==> config.mk <==
export PLATFORM = sky130hd
export DESIGN_NAME = cic_interp3_flat
export DESIGN_NICKNAME = d
export VERILOG_FILES = /design/src/rtl/cic_interp3_if.sv /design/src/rtl/cic_interp3.sv /design/src/flat_wrapper.sv
export SDC_FILE = /design/constraint.sdc
export NUM_CORES = 1
export LEC_CHECK = 0
export CORE_MARGIN = 2
export CORE_UTILIZATION = 60
export DETAILED_ROUTE_END_ITERATION = 6
export GPL_TIMING_DRIVEN = 0
export PLACE_DENSITY = 0.87
export SLEW_MARGIN = 30
export SYNTH_ARGS = -nofsm -noshare
export SYNTH_HDL_FRONTEND = slang
export SYNTH_SLANG_ARGS = --single-unit
==> constraint.sdc <==
create_clock -name clk -period 9.4 [get_ports clk]
set_input_delay 0.94 -clock clk [delete_from_list [all_inputs] [get_ports clk]]
set_output_delay 0.94 -clock clk [all_outputs]
set_load 0.005 [all_outputs]
==> src/rtl/cic_interp3_if.sv <==
// Sample bus of the CIC interpolator: strobe and sample in, ready, overrun
// pulse, output strobe and output sample out. dbg_state mirrors the control
// FSM state so checkers can bind to it.
//
// Handshake: a sample on Xin is taken on the rising clk edge where ND=1 and
// Rdy=1. ND=1 with Rdy=0 drops the sample and raises Ovr for one cycle after
// that edge. Vout=1 marks a cycle whose Yout was produced by the previous
// edge. Yout holds its value while Vout=0.
interface cic_interp3_if #(
  parameter int IN_W  = 17,
  parameter int OUT_W = 17
) ();
  logic                    ND;
  logic signed [IN_W-1:0]  Xin;
  logic                    Rdy;
  logic                    Ovr;
  logic                    Vout;
  logic signed [OUT_W-1:0] Yout;
  logic [1:0]              dbg_state;

  modport master (output ND, output Xin,
                  input Rdy, input Ovr, input Vout, input Yout, input dbg_state);
  modport slave  (input ND, input Xin,
                  output Rdy, output Ovr, output Vout, output Yout, output dbg_state);
endinterface

==> src/rtl/cic_interp3.sv <==
// Three-stage CIC interpolator, ratio R = 2^LOG2R.
// Combs run once per accepted sample, the comb output is zero-stuffed to the
// clk rate and integrated by three pipelined integrators. All internal math
// is IW-bit two's complement with wrap; integrator wrap is cancelled by the
// combs. Yout is I3 shifted right by 2*LOG2R (unity DC gain).
// Optional build macro CIC_ROUND_EN: round-half-up before the shift instead
// of truncation. No saturation in either build.
// Yout is sliced from IW bits, so OUT_W must not exceed IN_W + 3.
module cic_interp3 #(
  parameter int IN_W  = 17,
  parameter int OUT_W = 17,
  parameter int LOG2R = 3
) (
  input  logic          clk,
  input  logic          rst,
  cic_interp3_if.slave  bus
);

  localparam int R  = 1 << LOG2R;
  localparam int SH = 2 * LOG2R;
  localparam int IW = IN_W + SH + 3;
  localparam logic [LOG2R-1:0] PH_LAST = LOG2R'(R - 1);

  typedef enum logic [1:0] {
    ST_IDLE  = 2'd0,
    ST_RUN   = 2'd1,
    ST_STALL = 2'd2
  } state_t;

  state_t            state_q, state_d;
  logic [LOG2R-1:0]  phase_q, phase_d;

  logic signed [IW-1:0] xin_ext;
  logic signed [IW-1:0] c1, c2, c3;
  logic signed [IW-1:0] d1_q, d2_q, d3_q;
  logic signed [IW-1:0] s_q, s_d;
  logic signed [IW-1:0] i1_q, i2_q, i3_q;
  logic [IW-1:0]        i3_r;
  logic signed [OUT_W-1:0] yout_q;
  logic                 vout_q;
  logic                 ovr_q;

  logic rdy;
  logic accept;
  logic active;
  logic unused_bits;

  // Comb chain is purely combinational from the delay registers.
  assign xin_ext = {{(IW-IN_W){bus.Xin[IN_W-1]}}, bus.Xin};
  assign c1      = xin_ext - d1_q;
  assign c2      = c1 - d2_q;
  assign c3      = c2 - d3_q;

  // Ready outside RUN, and in RUN only on the last phase of the window.
  assign rdy    = (state_q != ST_RUN) || (phase_q == PH_LAST);
  assign accept = bus.ND && rdy;
  assign active = (state_q == ST_RUN);

`ifdef CIC_ROUND_EN
  localparam logic [IW-1:0] RND = IW'(64'd1 << (SH - 1));
  assign i3_r = i3_q + RND;
`else
  assign i3_r = i3_q;
`endif

  assign unused_bits = ^{i3_r[IW-1:SH+OUT_W], i3_r[SH-1:0]};

  // Next-state logic: an accept opens a window of R active clocks.
  always_comb begin
    state_d = state_q;
    phase_d = phase_q;
    case (state_q)
      ST_IDLE, ST_STALL: begin
        if (accept) begin
          state_d = ST_RUN;
          phase_d = '0;
        end
      end
      ST_RUN: begin
        if (phase_q == PH_LAST) begin
          if (accept) begin
            phase_d = '0;
          end else begin
            state_d = ST_STALL;
          end
        end else begin
          phase_d = phase_q + LOG2R'(1);
        end
      end
      default: begin
        state_d = ST_IDLE;
        phase_d = '0;
      end
    endcase
  end

  // Stuff register: new comb sample on accept, zero after each active edge.
  always_comb begin
    s_d = s_q;
    if (accept) begin
      s_d = c3;
    end else if (active) begin
      s_d = '0;
    end
  end

  // Control state register.
  always_ff @(posedge clk or posedge rst) begin
    if (rst) begin
      state_q <= ST_IDLE;
      phase_q <= '0;
    end else begin
      state_q <= state_d;
      phase_q <= phase_d;
    end
  end

  // Comb delays advance only on accepted samples.
  always_ff @(posedge clk or posedge rst) begin
    if (rst) begin
      d1_q <= '0;
      d2_q <= '0;
      d3_q <= '0;
      s_q  <= '0;
    end else begin
      s_q <= s_d;
      if (accept) begin
        d1_q <= xin_ext;
        d2_q <= c1;
        d3_q <= c2;
      end
    end
  end

  // Integrators and output register run on active edges only, each stage
  // taking the pre-edge value of the one before it.
  always_ff @(posedge clk or posedge rst) begin
    if (rst) begin
      i1_q   <= '0;
      i2_q   <= '0;
      i3_q   <= '0;
      yout_q <= '0;
      vout_q <= 1'b0;
      ovr_q  <= 1'b0;
    end else begin
      vout_q <= active;
      ovr_q  <= bus.ND && !rdy;
      if (active) begin
        i1_q   <= i1_q + s_q;
        i2_q   <= i2_q + i1_q;
        i3_q   <= i3_q + i2_q;
        yout_q <= i3_r[SH+OUT_W-1:SH];
      end
    end
  end

  assign bus.Rdy       = rdy;
  assign bus.Ovr       = ovr_q;
  assign bus.Vout      = vout_q;
  assign bus.Yout      = yout_q;
  assign bus.dbg_state = state_q;

endmodule
==> src/flat_wrapper.sv <==
// flat-port wrapper written by rule: the top's interface ports become plain ports
module cic_interp3_flat 
#(
  parameter int IN_W  = 17,
  parameter int OUT_W = 17,
  parameter int LOG2R = 3
)
  (clk, rst, bus_ND, bus_Xin, bus_Rdy, bus_Ovr, bus_Vout, bus_Yout, bus_dbg_state);
  cic_interp3_if #(.IN_W(IN_W), .OUT_W(OUT_W)) bus_i ();
  input  logic clk;
  input  logic rst;
  input wire logic [$bits(bus_i.ND)-1:0] bus_ND;
  input wire logic [$bits(bus_i.Xin)-1:0] bus_Xin;
  output wire logic [$bits(bus_i.Rdy)-1:0] bus_Rdy;
  output wire logic [$bits(bus_i.Ovr)-1:0] bus_Ovr;
  output wire logic [$bits(bus_i.Vout)-1:0] bus_Vout;
  output wire logic [$bits(bus_i.Yout)-1:0] bus_Yout;
  output wire logic [$bits(bus_i.dbg_state)-1:0] bus_dbg_state;
  assign bus_i.ND = bus_ND;
  assign bus_i.Xin = bus_Xin;
  assign bus_Rdy = bus_i.Rdy;
  assign bus_Ovr = bus_i.Ovr;
  assign bus_Vout = bus_i.Vout;
  assign bus_Yout = bus_i.Yout;
  assign bus_dbg_state = bus_i.dbg_state;
  cic_interp3 #(.IN_W(IN_W), .OUT_W(OUT_W), .LOG2R(LOG2R)) u_core (.clk(clk), .rst(rst), .bus(bus_i));
endmodule
==> impl_metrics.json <==
{
  "io_pins": 42,
  "fin_crit_ns": 6.27,
  "grt_max_degree": 89,
  "final_common_cell": "nand2_1",
  "io_buffers": 40,
  "num_vias": 9995,
  "ant_nets": 0,
  "htreeDepth": 4,
  "gr-usage-all-layers": 0.254,
  "fin_tns_setup_ns": 0,
  "finalHoldViolCount": 0,
  "slew_violations": 0,
  "finalSetupViolCount": 0,
  "outcome": "finished, final reports clean",
  "antenna_found_initial": 0,
  "dp_slack_ns": 2.73,
  "post_cts_buffers": 0,
  "ys_top_cells_by_area": "dfrtp_1 36%, ha_1 13%, nand2_1 7.5%, o21ai_0 5.6%, xnor2_1 3.9%",
  "synth_area_per_cell_um2": 8.63,
  "max_freq_ghz": 0.159,
  "synth_nets": 1537,
  "clkTransAtPathRegs_ns": 0.07,
  "drtIter0Drc": 693,
  "clock-sinks": 174,
  "ys_types": 65,
  "grt_pass1_vias": 9872,
  "cts_buffers": 17,
  "fp-row-count": 51,
  "path_class": "input pin to register",
  "die_w_um": 145,
  "drv_cap": 0,
  "hold_path_startpoint": "u_core.bus.Yout[15]",
  "hold_path_end": "u_core.bus.Yout[15]",
  "rrSetupSlack_ns": 3.74,
  "num_antenna_cells": 0,
  "dr.pass1.iters": 5,
  "crit_family": "compound AO/OA/AOI/OAI gates",
  "synth_cells": 1386,
  "syn2layout_area_growth_pct": 11.5,
  "max_stage_delay_ns": 0.40,
  "final_layout_size_suffix_gt1_frac": 0.0411,
  "overflow": 0,
  "final_nets": 1597,
  "fill_cells": 1481,
  "critical_path.endpoint_type": "register",
  "arrival_ns": 6.59,
  "finalWorstSetupSlack_ns": 3.13,
  "hold_buffers": 0,
  "synth_top_flop_cell": "dfrtp_1",
  "syn-cell-area_mm2": 0.0120,
  "dp_hpwl_mm": 19.0,
  "critPathBufInv": 3,
  "r2r-end": "u_core.s_q[22]",
  "initial_core_util": 0.613,
  "path_max_fanout": 5,
  "worstSkewPairLatency_ns": 0.45,
  "start_kind": "input pin",
  "holdCritPathClass": "register to register",
  "fp.dieArea_mm2": 0.0211,
  "ys_ff_latch": 174,
  "wl_per_cell_um": 15.2,
  "r2r_cells": 25,
  "seq_area_frac_synth": 0.364,
  "die_y_um": 145,
  "yosys.area.top_type": "dfrtp_1",
  "tightest_slew_ns": 0.795,
  "finClkSkew_ns": 0.0118,
  "async_flop_share": 1.00,
  "grt_pass1_wl_mm": 44.6,
  "synth_edf_count": 0,
  "synth_top_area_frac": 0.364,
  "fin_crit_sh": 0.667,
  "drt-total-wl_mm": 26.1,
  "worst_hold_slack_ns": 0.474,
  "crit_slowest_cell": "clkdlybuf4s50_1",
  "min_path_cells": 2,
  "gpl.final_weighted_congestion": 0.919,
  "max_slew_margin": 0.470,
  "rsz0062_at_grt": "false",
  "worstPathRequired_ns": 9.72,
  "cts.repair.resized": 0,
  "core_mm2": 0.0195,
  "worstReg2RegStart": "u_core.d1_q[0]",
  "cts_tree": "built",
  "root_buffer": "clkbuf_16",
  "via_per_inst": 5.80,
  "cts_buffer_depth": 2,
  "final_cell_mix": "239 x nand2_1, 174 x dfrtp_1, 134 x o21ai_0, 125 x ha_1, 99 x inv_1",
  "drc": 0,
  "yosys_warnings": 0
}
==> through the flow <==
step | instances | area [µm²] | utilization
final | 1724 | 13300 | 0.683
after global routing | 1724 | 13300 | 0.683
after CTS | 1724 | 13300 | 0.683
after detailed placement | 1692 | 12700 | 0.652
after global placement | 1691 | 12700 | 0.650
after floorplan | 1386 | 12000 | -
==> final cells by class <==
class / instances / area (µm²) / share of cell area
timing repair buffer: 41 / 428 / 0.0321
sequential: 174 / 4350 / 0.326
tap: 265 / 332 / 0.0249
buffer: 38 / 143 / 0.0107
inverter: 100 / 383 / 0.0287
clock inverter: 15 / 183 / 0.0137
clock buffer: 17 / 425 / 0.0319
multi-input combinational: 1074 / 7090 / 0.532
==> tightest hold or removal path, cell delays in order (launching register included) <==
cell and delay (ns):
dfrtp_1 0.34, nand2_1 0.05, nand2_1 0.05
==> synth_stat cells, drive strengths merged, types with 9 or more instances <==
| cell type | number |
|---|---|
| o21ai | 171 |
| nor2 | 51 |
| dfrtp | 174 |
| and3 | 10 |
| o21a | 10 |
| o31ai | 11 |
| nor3 | 16 |
| ha | 125 |
| a211oi | 15 |
| inv | 100 |
| mux2 | 10 |
| or3 | 9 |
| nor2b | 15 |
| nand2 | 239 |
| o21bai | 12 |
| a21o | 46 |
| nand2b | 20 |
| a21oi | 84 |
| nand3 | 27 |
| xor2 | 47 |
| xnor2 | 53 |
| a31oi | 9 |
| clkbuf | 36 |
==> worst max-delay path by stage <==
stage,start,to,slack (ns),cells after the start
floorplan,rst,u_core.bus.Ovr,3.74,1
global placement,rst,u_core.bus.Yout[15],1.70,2
detailed placement,bus_Xin[0],u_core.s_q[22],2.73,27
CTS,bus_Xin[0],u_core.s_q[22],3.16,27
global route,bus_Xin[0],u_core.s_q[22],2.60,27
finish,bus_Xin[0],u_core.s_q[22],3.13,27
==> flip-flops by register name (all words and copies together), names as in the netlist <==
register              count
u_core.phase_q            3
u_core.d2_q              18
u_core.bus.dbg_state      2
u_core.i2_q              23
u_core.bus.Yout          17
u_core.i1_q              23
u_core.d3_q              23
u_core.bus.Vout           1
u_core.i3_q              23
u_core.d1_q              17
u_core.s_q               23
u_core.bus.Ovr            1
==> cells by family after synthesis <==
kind of cell / synth area share
AO/OA/AOI/OAI: 0.214
adder cells (fa/ha/maj): 0.141
XOR/XNOR: 0.0732
buffers and inverters: 0.0433
multiplexers: 0.0103
AND/OR/NAND/NOR: 0.155
flip-flops: 0.364
==> layer usage <==
metal,vias up,track usage,routed length (µm)
li1,4980,-,-
met1,4700,0.284,10600
met2,250,0.466,13500
met3,65,0.0421,1050
met4,0,0.124,1080
met5,-,0,0
Power is left out: the tool's default activity adds up to more than one toggle a clock period on the data nets, which glitch-free logic cannot reach.
